## config.mk

```make
export PLATFORM = sky130hd
export DESIGN_NAME = elink_scrub_arbiter
export DESIGN_NICKNAME = d
export VERILOG_FILES = /design/src/rtl/elink_scrub_arbiter.sv
export SDC_FILE = /design/constraint.sdc
export NUM_CORES = 1
export LEC_CHECK = 0
export ABC_AREA = 1
export BUFFER_PORTS_ARGS = -buffer_cell sky130_fd_sc_hd__buf_2
export CORE_ASPECT_RATIO = 1.75
export CORE_MARGIN = 4
export CORE_UTILIZATION = 50
export CTS_CLUSTER_SIZE = 25
export DETAILED_ROUTE_END_ITERATION = 16
export PLACE_DENSITY = 0.76
export SYNTH_ARGS = -nofsm -noshare
export SYNTH_HDL_FRONTEND = slang
export SYNTH_SLANG_ARGS = --single-unit
```

## constraint.sdc

```tcl
create_clock -name clk -period 1.8 [get_ports clk]
set_input_delay 0.27 -clock clk [delete_from_list [all_inputs] [get_ports clk]]
set_output_delay 0.27 -clock clk [all_outputs]
set_load 0.01 [all_outputs]
```

## src/rtl/elink_scrub_arbiter.sv

```systemverilog
// elink_scrub_arbiter: shares the single read port of the triplicated-RAM
// elink trigger scrubber between two read masters. Arbitration is round-robin
// with one outstanding read at a time. After MAX_BURST back-to-back reads a
// forced idle gap of SCRUB_GAP cycles lets the background scrub pass run.
// A natural idle stretch of SCRUB_GAP cycles counts as a gap.
// Optional feature: define ELINK_SCRUB_ARB_TIMEOUT_EN to abort reads the
// scrubber never acknowledges. An aborted read returns all-ones data and
// pulses o_timeout.

module elink_scrub_arbiter #(
    parameter int ADDR_W    = 4,
    parameter int DATA_W    = 10,
    parameter int MAX_BURST = 4,
    parameter int SCRUB_GAP = 5,
    parameter int TIMEOUT   = 15
) (
    input  logic              clk,
    input  logic              rst_n,
    input  logic              i_m0_stb,
    input  logic [ADDR_W-1:0] i_m0_addr,
    output logic              o_m0_stall,
    output logic              o_m0_ack,
    output logic [DATA_W-1:0] o_m0_data,
    input  logic              i_m1_stb,
    input  logic [ADDR_W-1:0] i_m1_addr,
    output logic              o_m1_stall,
    output logic              o_m1_ack,
    output logic [DATA_W-1:0] o_m1_data,
    output logic              o_s_stb,
    output logic [ADDR_W-1:0] o_s_addr,
    input  logic              i_s_stall,
    input  logic              i_s_ack,
    input  logic [DATA_W-1:0] i_s_data,
    output logic              o_timeout
);

    localparam int BURST_W = $clog2(MAX_BURST + 1);
    localparam int GAP_W   = $clog2(SCRUB_GAP + 1);
    localparam logic [BURST_W-1:0] BURST_MAX = BURST_W'(MAX_BURST);
    localparam logic [GAP_W-1:0]   GAP_LAST  = GAP_W'(SCRUB_GAP - 1);

    typedef enum logic [1:0] {
        IDLE,
        WAIT_ACK,
        GAP
    } state_t;

    state_t              state;
    logic                grant;
    logic                last_grant;
    logic [BURST_W-1:0]  burst_cnt;
    logic [GAP_W-1:0]    gap_cnt;
    logic [GAP_W-1:0]    idle_cnt;

    logic                any_req;
    logic                winner;
    logic                issue;
    logic                timed_out;
    logic                finish;
    logic [DATA_W-1:0]   finish_data;

`ifdef ELINK_SCRUB_ARB_TIMEOUT_EN
    localparam logic [3:0] WAIT_LAST = 4'(TIMEOUT - 1);

    logic [3:0] wait_cnt;
    logic       timeout_q;

    // Count cycles spent waiting for the scrubber so a lost ack cannot hang the port.
    always_ff @(posedge clk) begin
        if (!rst_n) begin
            wait_cnt  <= '0;
            timeout_q <= 1'b0;
        end else begin
            timeout_q <= timed_out;
            if (state == WAIT_ACK && !finish) begin
                wait_cnt <= wait_cnt + 4'd1;
            end else begin
                wait_cnt <= '0;
            end
        end
    end

    assign timed_out = (state == WAIT_ACK) && !i_s_ack && (wait_cnt == WAIT_LAST);
    assign o_timeout = timeout_q;
`else
    assign timed_out = 1'b0;
    assign o_timeout = 1'b0;
`endif

    // Pick the winner (round-robin on a tie) and decide whether a read can issue this cycle.
    always_comb begin
        any_req = i_m0_stb | i_m1_stb;
        if (i_m0_stb && i_m1_stb) begin
            winner = ~last_grant;
        end else begin
            winner = i_m1_stb;
        end
        issue       = (state == IDLE) && (burst_cnt < BURST_MAX) && !i_s_stall && any_req;
        finish      = (state == WAIT_ACK) && (i_s_ack || timed_out);
        finish_data = i_s_ack ? i_s_data : {DATA_W{1'b1}};
    end

    assign o_m0_stall = !rst_n || !(issue && !winner);
    assign o_m1_stall = !rst_n || !(issue && winner);

    // Main arbitration FSM: issue, wait for completion, and enforce scrub gaps.
    always_ff @(posedge clk) begin
        if (!rst_n) begin
            state      <= IDLE;
            grant      <= 1'b0;
            last_grant <= 1'b1;
            burst_cnt  <= '0;
            gap_cnt    <= '0;
            idle_cnt   <= '0;
            o_s_stb    <= 1'b0;
            o_s_addr   <= '0;
            o_m0_ack   <= 1'b0;
            o_m1_ack   <= 1'b0;
            o_m0_data  <= '0;
            o_m1_data  <= '0;
        end else begin
            o_m0_ack <= 1'b0;
            o_m1_ack <= 1'b0;
            case (state)
                IDLE: begin
                    if (burst_cnt == BURST_MAX) begin
                        gap_cnt <= '0;
                        state   <= GAP;
                    end else if (issue) begin
                        o_s_stb    <= 1'b1;
                        o_s_addr   <= winner ? i_m1_addr : i_m0_addr;
                        grant      <= winner;
                        last_grant <= winner;
                        idle_cnt   <= '0;
                        state      <= WAIT_ACK;
                    end else if (!any_req) begin
                        if (idle_cnt == GAP_LAST) begin
                            idle_cnt  <= '0;
                            burst_cnt <= '0;
                        end else begin
                            idle_cnt <= idle_cnt + 1'b1;
                        end
                    end
                end
                WAIT_ACK: begin
                    if (finish) begin
                        o_s_stb <= 1'b0;
                        if (grant) begin
                            o_m1_data <= finish_data;
                            o_m1_ack  <= 1'b1;
                        end else begin
                            o_m0_data <= finish_data;
                            o_m0_ack  <= 1'b1;
                        end
                        if (burst_cnt != BURST_MAX) begin
                            burst_cnt <= burst_cnt + 1'b1;
                        end
                        state <= IDLE;
                    end
                end
                GAP: begin
                    if (gap_cnt == GAP_LAST) begin
                        gap_cnt   <= '0;
                        burst_cnt <= '0;
                        state     <= IDLE;
                    end else begin
                        gap_cnt <= gap_cnt + 1'b1;
                    end
                end
                default: state <= IDLE;
            endcase
        end
    end

endmodule

```

==> results of run 1 <==
==> flip-flops by register name, indices dropped and copies added, names as in the netlist, 2 cells and up <==
signal     flops
o_m0_data     10
state          2
gap_cnt        3
o_s_addr       4
burst_cnt      3
idle_cnt       3
o_m1_data     10
==> worst min-delay path: stages <==
cell and delay [ps]:
buf_2 90, nor2_1 40, nor2_1 80
==> cell type report <==
cell class / instances / area, sq um / share of cell area [%]
flip-flops and latches: 40 / 801 / 36.3
clock buffers: 5 / 68.8 / 3.12
multi-input cells: 155 / 831 / 37.7
well taps: 45 / 56.3 / 2.55
clock inverters: 3 / 42.5 / 1.93
repair buffers: 55 / 283 / 12.8
inverters: 33 / 124 / 5.62
==> metrics by stage <==
step	hold slack [ps]	std cells
after detailed placement	437	326
after CTS	222	334
final	221	336
after global placement	440	326
after global routing	232	336
after floorplan	404	236
==> kinds of logic (layout without fill, tap and decap cells) <==
group / Yosys count / after routing / share of synthesized area (%)
and+or+nand+nor: 92 / 92 / 22.5
AOI/OAI and AO/OA: 56 / 56 / 18.6
buffers and inverters: 41 / 96 / 10.4
DFF: 40 / 40 / 44.2
adders and majority gates: 6 / 6 / 4.14
other: 1 / 1 / 0.207
==> path summary, 6_finish.rpt <==
kind	endpoint	slack (ps)
max	o_m1_stall	100
min	o_m0_data[7]	220
max reg2reg	o_m1_data[3]	240
min reg2reg	o_m1_data[5]	450
==> routing by layer <==
| layer | GRT usage (%) | wire length (um) | up-vias |
|---|---|---|---|
| met5 | 0 | 0 | - |
| li1 | - | - | 861 |
| met3 | 5.11 | 176 | 5 |
| met2 | 33.7 | 2180 | 33 |
| met1 | 19.2 | 1540 | 751 |
| met4 | 4.88 | 46 | 0 |
==> cells in the mapped netlist <==
master,n,area share (%)
dfxtp_1,40,44
nor2_1,35,7.3
nand2_1,34,7.0
inv_1,28,5.8
o21ai_1,22,6.1
a21oi_1,13,3.6
a21oi_2,11,5.3
nand3_1,11,3.0
ha_1,6,4.1
o21ai_0,5,1.4
buf_6,4,2.5
inv_2,4,0.83
o211ai_1,4,1.7
clkbuf_1,3,0.62
nor2_2,3,1.0
nor2_4,3,1.9
nand2_2,2,0.69
buf_4,1,0.41
clkinv_1,1,0.21
conb_1,1,0.21
nand2_4,1,0.62
nand4_1,1,0.35
nor3_1,1,0.28
o211a_1,1,0.55
or2_2,1,0.35
==> where the power goes <==
| part | switching, mW | internal (mW) |
|---|---|---|
| Clock | 0.310 | 0.410 |
| Combinational | 0.453 | 0.291 |
| Sequential | 0.103 | 1.01 |
| Total | 0.866 | 1.71 |
==> timing repair <==
| action | in CTS | in global routing |
|---|---|---|
| hold buffers | 0 | 0 |
| setup buffers | 0 | 2 |
| gates resized for setup | 0 | 2 |
| endpoints found under the setup margin | 0 | 1 |
==> flow_summary.json, run 1 <==
{
  "status": "finished clean",
  "period_minus_slack_ps": 1700,
  "maxSlewViolCount": 0,
  "place_area_sq_um": 2070,
  "drv_cap": 0,
  "tns_ps": 0,
  "worstPathArrival_ps": 1430,
  "antenna_found_initial": 0,
  "critPathTopFamily": "simple AND/OR/NAND/NOR gates",
  "die_y_um": 87.6,
  "ys_ff_latch": 40,
  "final.setup.worst_slack_ps": 96.7,
  "die_area_sq_um": 4690,
  "max-clock-path-buffers": 2,
  "drtPass1Iterations": 4,
  "drive_above_1_share_pct": 30.6,
  "ir_drop_mv": 0.776,
  "crit_buf_inv": 1,
  "dp_hpwl_mm": 3.02,
  "utilization_pct": 64.2,
  "cts-root-buf": "clkbuf_8",
  "num_vias": 1650,
  "post-place-ws_ps": 276,
  "r2r.worst_path.cells": 7,
  "routed_wirelength_mm": 3.94,
  "drc": 0,
  "core.rowCount": 28,
  "worstPathMaxFanout": 7,
  "cpMostUsedCell": "nor2_4",
  "crit_path_end_kind": "output pin",
  "critPathKind": "flip-flop to output pin",
  "grt_use_total_pct": 18.2,
  "power_density_nw_per_um2": 1170,
  "place.gp.congestion": 0.763,
  "skew_ps": 9.70,
  "cts_made_buffers": 5,
  "ys_seq_area_share_pct": 44.2,
  "cp_cell_sequence": "nor2_4, nand2_2, nor2_4, nand4_1, buf_2",
  "overflow": 0,
  "area_growth_pct": 21.8,
  "detailedRoute.firstIterationViolations": 24,
  "power.leakage_nw": 1.06,
  "insertion_delay_ps": 290,
  "cts.clk_slew.worst_paths_ps": 80,
  "ys_types": 25,
  "path_depth": 5,
  "finalPower_mw": 2.58,
  "final-setup-viol-count": 0,
  "r2r-start": "state[0]",
  "grt_first_pass_wirelength_mm": 6.50,
  "slowest_delay_ps": 390,
  "netlist_area_sq_um": 1810,
  "fillCellCount": 343,
  "hold_viol_final": 0,
  "start_util_pct": 52.8,
  "holdCritStartpoint": "i_s_data[7]",
  "drtAntennaViolNets": 0,
  "cts_tree": "yes",
  "worst_ep_required_time_ps": 1530,
  "whs_path_depth": 3,
  "crit_start": "state[1]",
  "num-nets-final": 320,
  "crit_slowest_cell": "dfxtp_1",
  "synth_fp_nets": 266,
  "routedWlPerCell_um": 11.7,
  "avgSynthCellArea_sq_um": 7.68,
  "final_cell_mix": "buf_2 (52), dfxtp_1 (40), nand2_1 (34), nor2_1 (34), inv_1 (28)",
  "first_global_vias": 1588,
  "timing.final.crit_share_pct": 94.6,
  "vias_per_cell": 4.91,
  "max_clock_freq_mhz": 587,
  "antenna_cells": 0,
  "core_sq_um": 3430,
  "cts_max_level": 2,
  "worstSetupStartpointType": "flip-flop",
  "hp-class": "primary input to flip-flop",
  "netlist_instances": 236,
  "yosysWarnings": 0,
  "final_common_cell": "buf_2",
  "rsz0062_at_grt": "false",
  "io_pins": 54,
  "fp.dieW_um": 53.5,
  "numPortBuffers": 52,
  "fin_area_sq_um": 2210,
  "grt_max_degree": 21,
  "clock-sinks": 40
}
Note: power is estimated with default switching activity, not from simulation.
==> run 2: changes to the inputs <==
--- a/config.mk
+++ b/config.mk
@@ -13,6 +13,7 @@
 export CTS_CLUSTER_SIZE = 25
 export DETAILED_ROUTE_END_ITERATION = 16
 export PLACE_DENSITY = 0.76
+export SLEW_MARGIN = 30
 export SYNTH_ARGS = -nofsm -noshare
 export SYNTH_HDL_FRONTEND = slang
 export SYNTH_SLANG_ARGS = --single-unit
==> constraint.sdc (replaced) <==
create_clock -name clk -period 1.8 [get_ports clk]
set_input_delay 0.36 -clock clk [delete_from_list [all_inputs] [get_ports clk]]
set_output_delay 0.36 -clock clk [all_outputs]
set_load 0.01 [all_outputs]
==> run 2 against run 1 <==
Hold slack better by 85 ps. Via count is 1.5% higher. Clock-buffer cell count stayed put. Core utilization is 0.29 points higher. Fmax is 0.53% higher. Flip-flop and latch count stayed put. Sequential power hardly changed. Clock skew is 2.9 ps lower. Die area stayed put. Critical path depth stayed put. Final cell count is 0.30% lower. Critical endpoint unchanged.
==> flow_summary.json, run 2 (synthesis results as in run 1) <==
{
  "critPathTopFamily": "simple AND/OR/NAND/NOR gates",
  "place.gp.congestion": 0.815,
  "cts_setup_buffers": 0,
  "antenna_found_initial": 0,
  "routed_wirelength_mm": 4.02,
  "cts_tree": "yes",
  "tns_ps": 0,
  "grt_max_degree": 28,
  "worstSetupStartpointType": "flip-flop",
  "post_cts_resized": 0,
  "hold_viol_final": 0,
  "timing.final.crit_share_pct": 94.1,
  "vias_per_cell": 5.00,
  "min_to": "o_m0_data[4]",
  "area_growth_pct": 22.3,
  "hp-class": "primary input to flip-flop",
  "antenna_cells": 0,
  "core_sq_um": 3430,
  "skew_ps": 6.78,
  "holdCritStartpoint": "i_s_data[4]",
  "cts_max_level": 2,
  "utilization_pct": 64.5,
  "drive_above_1_share_pct": 30.0,
  "status": "finished clean",
  "critPathKind": "flip-flop to output pin",
  "insertion_delay_ps": 290,
  "num_vias": 1675,
  "crit_path_end_kind": "output pin",
  "whs_path_depth": 3,
  "final_cell_mix": "buf_2 (52), dfxtp_1 (40), nor2_1 (35), nand2_1 (34), inv_1 (28)",
  "die_y_um": 87.6,
  "core.rowCount": 28,
  "io_pins": 54,
  "power_density_nw_per_um2": 1210,
  "cts_made_buffers": 5,
  "detailedRoute.firstIterationViolations": 19,
  "period_minus_slack_ps": 1690,
  "drtAntennaViolNets": 0,
  "r2r-start": "state[0]",
  "routedWlPerCell_um": 12.0,
  "r2r.worst_path.cells": 7,
  "max-clock-path-buffers": 2,
  "final-setup-viol-count": 0,
  "die_area_sq_um": 4690,
  "grt_use_total_pct": 19.6,
  "clock-sinks": 40,
  "crit_buf_inv": 1,
  "start_util_pct": 52.8,
  "cts-root-buf": "clkbuf_8",
  "crit_start": "state[1]",
  "num-nets-final": 320,
  "r2r_setup_slack_ps": 270,
  "overflow": 0,
  "cts_hold_buf": 0,
  "grt_first_pass_wirelength_mm": 6.79,
  "slowest_delay_ps": 370,
  "cts.clk_slew.worst_paths_ps": 80,
  "worst_ep_required_time_ps": 1440,
  "cp_cell_sequence": "nor2_2, nand2_2, nor2_4, nand4_1, buf_2",
  "final_common_cell": "buf_2",
  "maxSlewViolCount": 0,
  "worstPathMaxFanout": 5,
  "numPortBuffers": 52,
  "reg_top3": "o_m0_data x10, o_m1_data x10, o_s_addr x4",
  "drc": 0,
  "worstPathArrival_ps": 1330,
  "drtPass1Iterations": 6,
  "power.leakage_nw": 1.07,
  "fp.dieW_um": 53.5,
  "first_global_vias": 1613,
  "drv_cap": 0,
  "crit_slowest_cell": "dfxtp_1",
  "ir_drop_mv": 0.742,
  "r2r_end": "o_m1_data[1]",
  "rsz0062_at_grt": "false",
  "dp_hpwl_mm": 3.03,
  "max_clock_freq_mhz": 590
}
## run 2: cell count changes in the layout (fill, tap and decap cells not counted)
cell | before | now
nor2_1 | 34 | 35
clkinv_2 | 1 | 0
nor2_4 | 4 | 3
clkinvlp_4 | 1 | 0
bufinv_16 | 1 | 2
## run 2: area by class of cell
type,instances,area (sq um)
fillers,332,1220
multi-input cells,155,823
flip-flops and latches,40,801
repair buffers,55,283
inverters,33,124
clock buffers,5,68.8
clock inverters,2,60.1
well taps,45,56.3
## run 2: how the worst max path moves through the flow
stage                   endpoint  slack, ps  depth (start not counted)
floorplan             o_m1_stall        490                          4
global placement    o_m1_data[4]        310                          7
detailed placement  o_m1_data[3]        290                          7
CTS                   o_m1_stall         80                          5
global route          o_m1_stall         20                          5
finish                o_m1_stall        110                          5
## run 2: metal layers
layer	track usage [%]	up-vias	part of all wire, %
met1	20.8	773	39
met2	34.6	37	54
met3	5.45	6	5.0
li1	-	859	-
met5	0	-	0
met4	8.60	0	2.0
## run 2: power by group
group / total (mW) / switching (mW) / internal [mW]
logic: 0.735 / 0.455 / 0.280
registers: 1.10 / 0.0944 / 1.01
clock network: 0.850 / 0.304 / 0.546
total: 2.69 / 0.854 / 1.83
## run 2: through the flow
| stage | total power [mW] | setup slack (ps) | instances | cell area, sq um | hold slack (ps) |
|---|---|---|---|---|---|
| final | 2.69 | 106 | 335 | 2220 | 306 |
| after global routing | 2.87 | 16.3 | 335 | 2220 | 326 |
| after CTS | 2.72 | 82.4 | 335 | 2220 | 301 |
| after detailed placement | 1.86 | 285 | 328 | 2090 | 441 |
| after global placement | 1.83 | 307 | 328 | 2090 | 439 |
| after floorplan | 1.65 | 486 | 236 | 1810 | 447 |
## run 2: worst register-to-register path, delay by kind of cell, from the launching register on
| family | cells | cell delay [ps] |
|---|---|---|
| simple gates | 3 | 540 |
| buf+inv | 2 | 140 |
| flops | 1 | 410 |
| compound gates | 2 | 320 |
==> run 3: changes to the inputs <==
--- a/config.mk
+++ b/config.mk
@@ -7,9 +7,11 @@
 export LEC_CHECK = 0
 export ABC_AREA = 1
 export BUFFER_PORTS_ARGS = -buffer_cell sky130_fd_sc_hd__buf_2
+export CELL_PAD_IN_SITES_DETAIL_PLACEMENT = 2
+export CELL_PAD_IN_SITES_GLOBAL_PLACEMENT = 2
 export CORE_ASPECT_RATIO = 1.75
 export CORE_MARGIN = 4
-export CORE_UTILIZATION = 50
+export CORE_UTILIZATION = 28
 export CTS_CLUSTER_SIZE = 25
 export DETAILED_ROUTE_END_ITERATION = 16
 export PLACE_DENSITY = 0.76
==> run 3 against run 2 <==
Power down 0.53%. Routed wire length is 33% higher. Largest power group unchanged. Worst setup slack lost 27 ps. Register-to-register slack improved by 30 ps. Via count grew 4.0%. Sequential power is essentially flat. Largest cell class unchanged. Hold slack lost 5.3 ps. Critical endpoint unchanged. Fmax fell by 1.6%. Highest routed layer unchanged.
==> flow_summary.json, run 3 (synthesis results as in run 1) <==
{
  "status": "finished clean",
  "io_pins": 54,
  "max-clock-path-buffers": 2,
  "die_area_sq_um": 7870,
  "area_growth_pct": 25.8,
  "ir_drop_mv": 0.501,
  "drive_above_1_share_pct": 32.2,
  "dp_hpwl_mm": 4.11,
  "r2r_end": "o_m1_data[2]",
  "critPathKind": "flip-flop to output pin",
  "start_util_pct": 29.1,
  "die_y_um": 114,
  "reg_top3": "o_m0_data x10, o_m1_data x10, o_s_addr x4",
  "vias_per_cell": 4.65,
  "m1WireLength_mm": 2.01,
  "cts_tree": "yes",
  "routed_wirelength_mm": 5.33,
  "worstSetupStartpointType": "flip-flop",
  "slowest_delay_ps": 360,
  "timing.final.crit_share_pct": 95.6,
  "skew_ps": 5.57,
  "cts_hold_buf": 0,
  "critPathTopFamily": "simple AND/OR/NAND/NOR gates",
  "period_minus_slack_ps": 1720,
  "maxSlewViolCount": 0,
  "cts-root-buf": "clkbuf_8",
  "dr_wl_met3_um": 213,
  "cp_cell_sequence": "nor2_4, nand2_2, nor2_4, nand4_1, buf_2",
  "drv_cap": 0,
  "numPortBuffers": 52,
  "drc": 0,
  "worst_pin_slew_ps": 496,
  "path_depth": 5,
  "dpl.cell_count": 364,
  "max_clock_freq_mhz": 581,
  "insertion_delay_ps": 300,
  "highest_layer": "met4",
  "num_vias": 1742,
  "routedWlPerCell_um": 14.2,
  "power.leakage_nw": 1.08,
  "cts.clk_slew.worst_paths_ps": 80,
  "grt_use_total_pct": 15.4,
  "cpMostUsedCell": "nor2_4",
  "core.rowCount": 38,
  "worstPathMaxFanout": 4,
  "post-place-ws_ps": 252,
  "crit_path_end_kind": "output pin",
  "crit_slowest_cell": "dfxtp_2",
  "hp-class": "primary input to flip-flop",
  "cts_max_level": 2,
  "fin_cells": 375,
  "worstPathArrival_ps": 1360,
  "crit_start": "state[0]",
  "antenna_found_initial": 0,
  "num-nets-final": 324,
  "hold_viol_final": 0,
  "r2r_setup_slack_ps": 300,
  "fillCellCount": 788,
  "final_cell_mix": "buf_2 (52), dfxtp_1 (37), nand2_1 (34), nor2_1 (34), inv_1 (28)",
  "first_global_vias": 1937,
  "drtPass1Iterations": 4,
  "grt_max_degree": 22,
  "worst_ep_required_time_ps": 1440,
  "final_common_cell": "buf_2",
  "antenna_cells": 0,
  "grt_first_pass_wirelength_mm": 9.15,
  "core_sq_um": 6230,
  "hold_ws_ps": 301,
  "final-setup-viol-count": 0,
  "r2r-start": "state[0]",
  "r2r.worst_path.cells": 7,
  "crit_buf_inv": 1,
  "routed-wl-met2_mm": 3.03,
  "fp.dieW_um": 68.8,
  "power_density_nw_per_um2": 1170,
  "detailedRoute.firstIterationViolations": 46,
  "drtAntennaViolNets": 0,
  "overflow": 0,
  "cts_made_buffers": 5,
  "tns_ps": 0,
  "crit_path_end": "o_m1_stall",
  "slew_headroom_pct": 66.8,
  "clock-sinks": 40,
  "place.gp.congestion": 0.755,
  "final.setup.worst_slack_ps": 78.9
}
-- run 3: worst min path at each step --
stage,startpoint,end,slack (ps),cells past startpoint
floorplan,gap_cnt[0],gap_cnt[0],450,1
global placement,o_m1_data[3],o_m1_data[3],440,2
detailed placement,o_m1_data[0],o_m1_data[0],450,2
CTS,i_s_data[7],o_m0_data[7],290,3
global route,i_s_data[7],o_m0_data[7],300,3
finish,i_s_data[7],o_m0_data[7],300,3
-- run 3: per-layer routing --
metal	global-route usage [%]	vias up
li1	-	862
met1	15.9	835
met2	29.0	36
met3	2.85	9
met4	5.73	0
met5	0	-
-- run 3: what timing repair did --
action / 4_1_cts / 5_1_grt
setup buffers: 0 / 3
gates cloned: 0 / 0
gates resized for setup: 2 / 3
pin swaps: 0 / 3
endpoints found under the setup margin: 1 / 2
-- run 3: through the flow --
step	power (mW)	util (%)	area [sq um]
2_1_floorplan	1.65	-	1810
3_3_place_gp	1.89	34.3	2140
3_5_place_dp	1.91	34.3	2140
4_1_cts	2.68	36.2	2250
5_1_grt	2.89	36.6	2280
6_report	2.67	36.6	2280
-- run 3: worst reg2reg max path, stage by stage (launching register included) --
cell	delay, ps
dfxtp_2	400
inv_2	80
nor2_4	150
nand2_4	90
inv_2	60
nand2_2	270
o21ai_1	280
a21oi_2	50
-- run 3: cell type report --
cell class | instances | area [sq um] | share of cell area [%]
inverter | 33 | 124 | 5.43
tap | 80 | 100 | 4.39
clock inverter | 2 | 35.0 | 1.54
clock buffer | 6 | 72.6 | 3.18
multi-input combinational | 155 | 831 | 36.4
sequential | 40 | 805 | 35.3
timing repair buffer | 59 | 313 | 13.7
-- run 3: power by group --
part	total, mW	switching, mW	internal [mW]
clock network	0.743	0.331	0.412
logic	0.811	0.495	0.317
registers	1.12	0.106	1.01
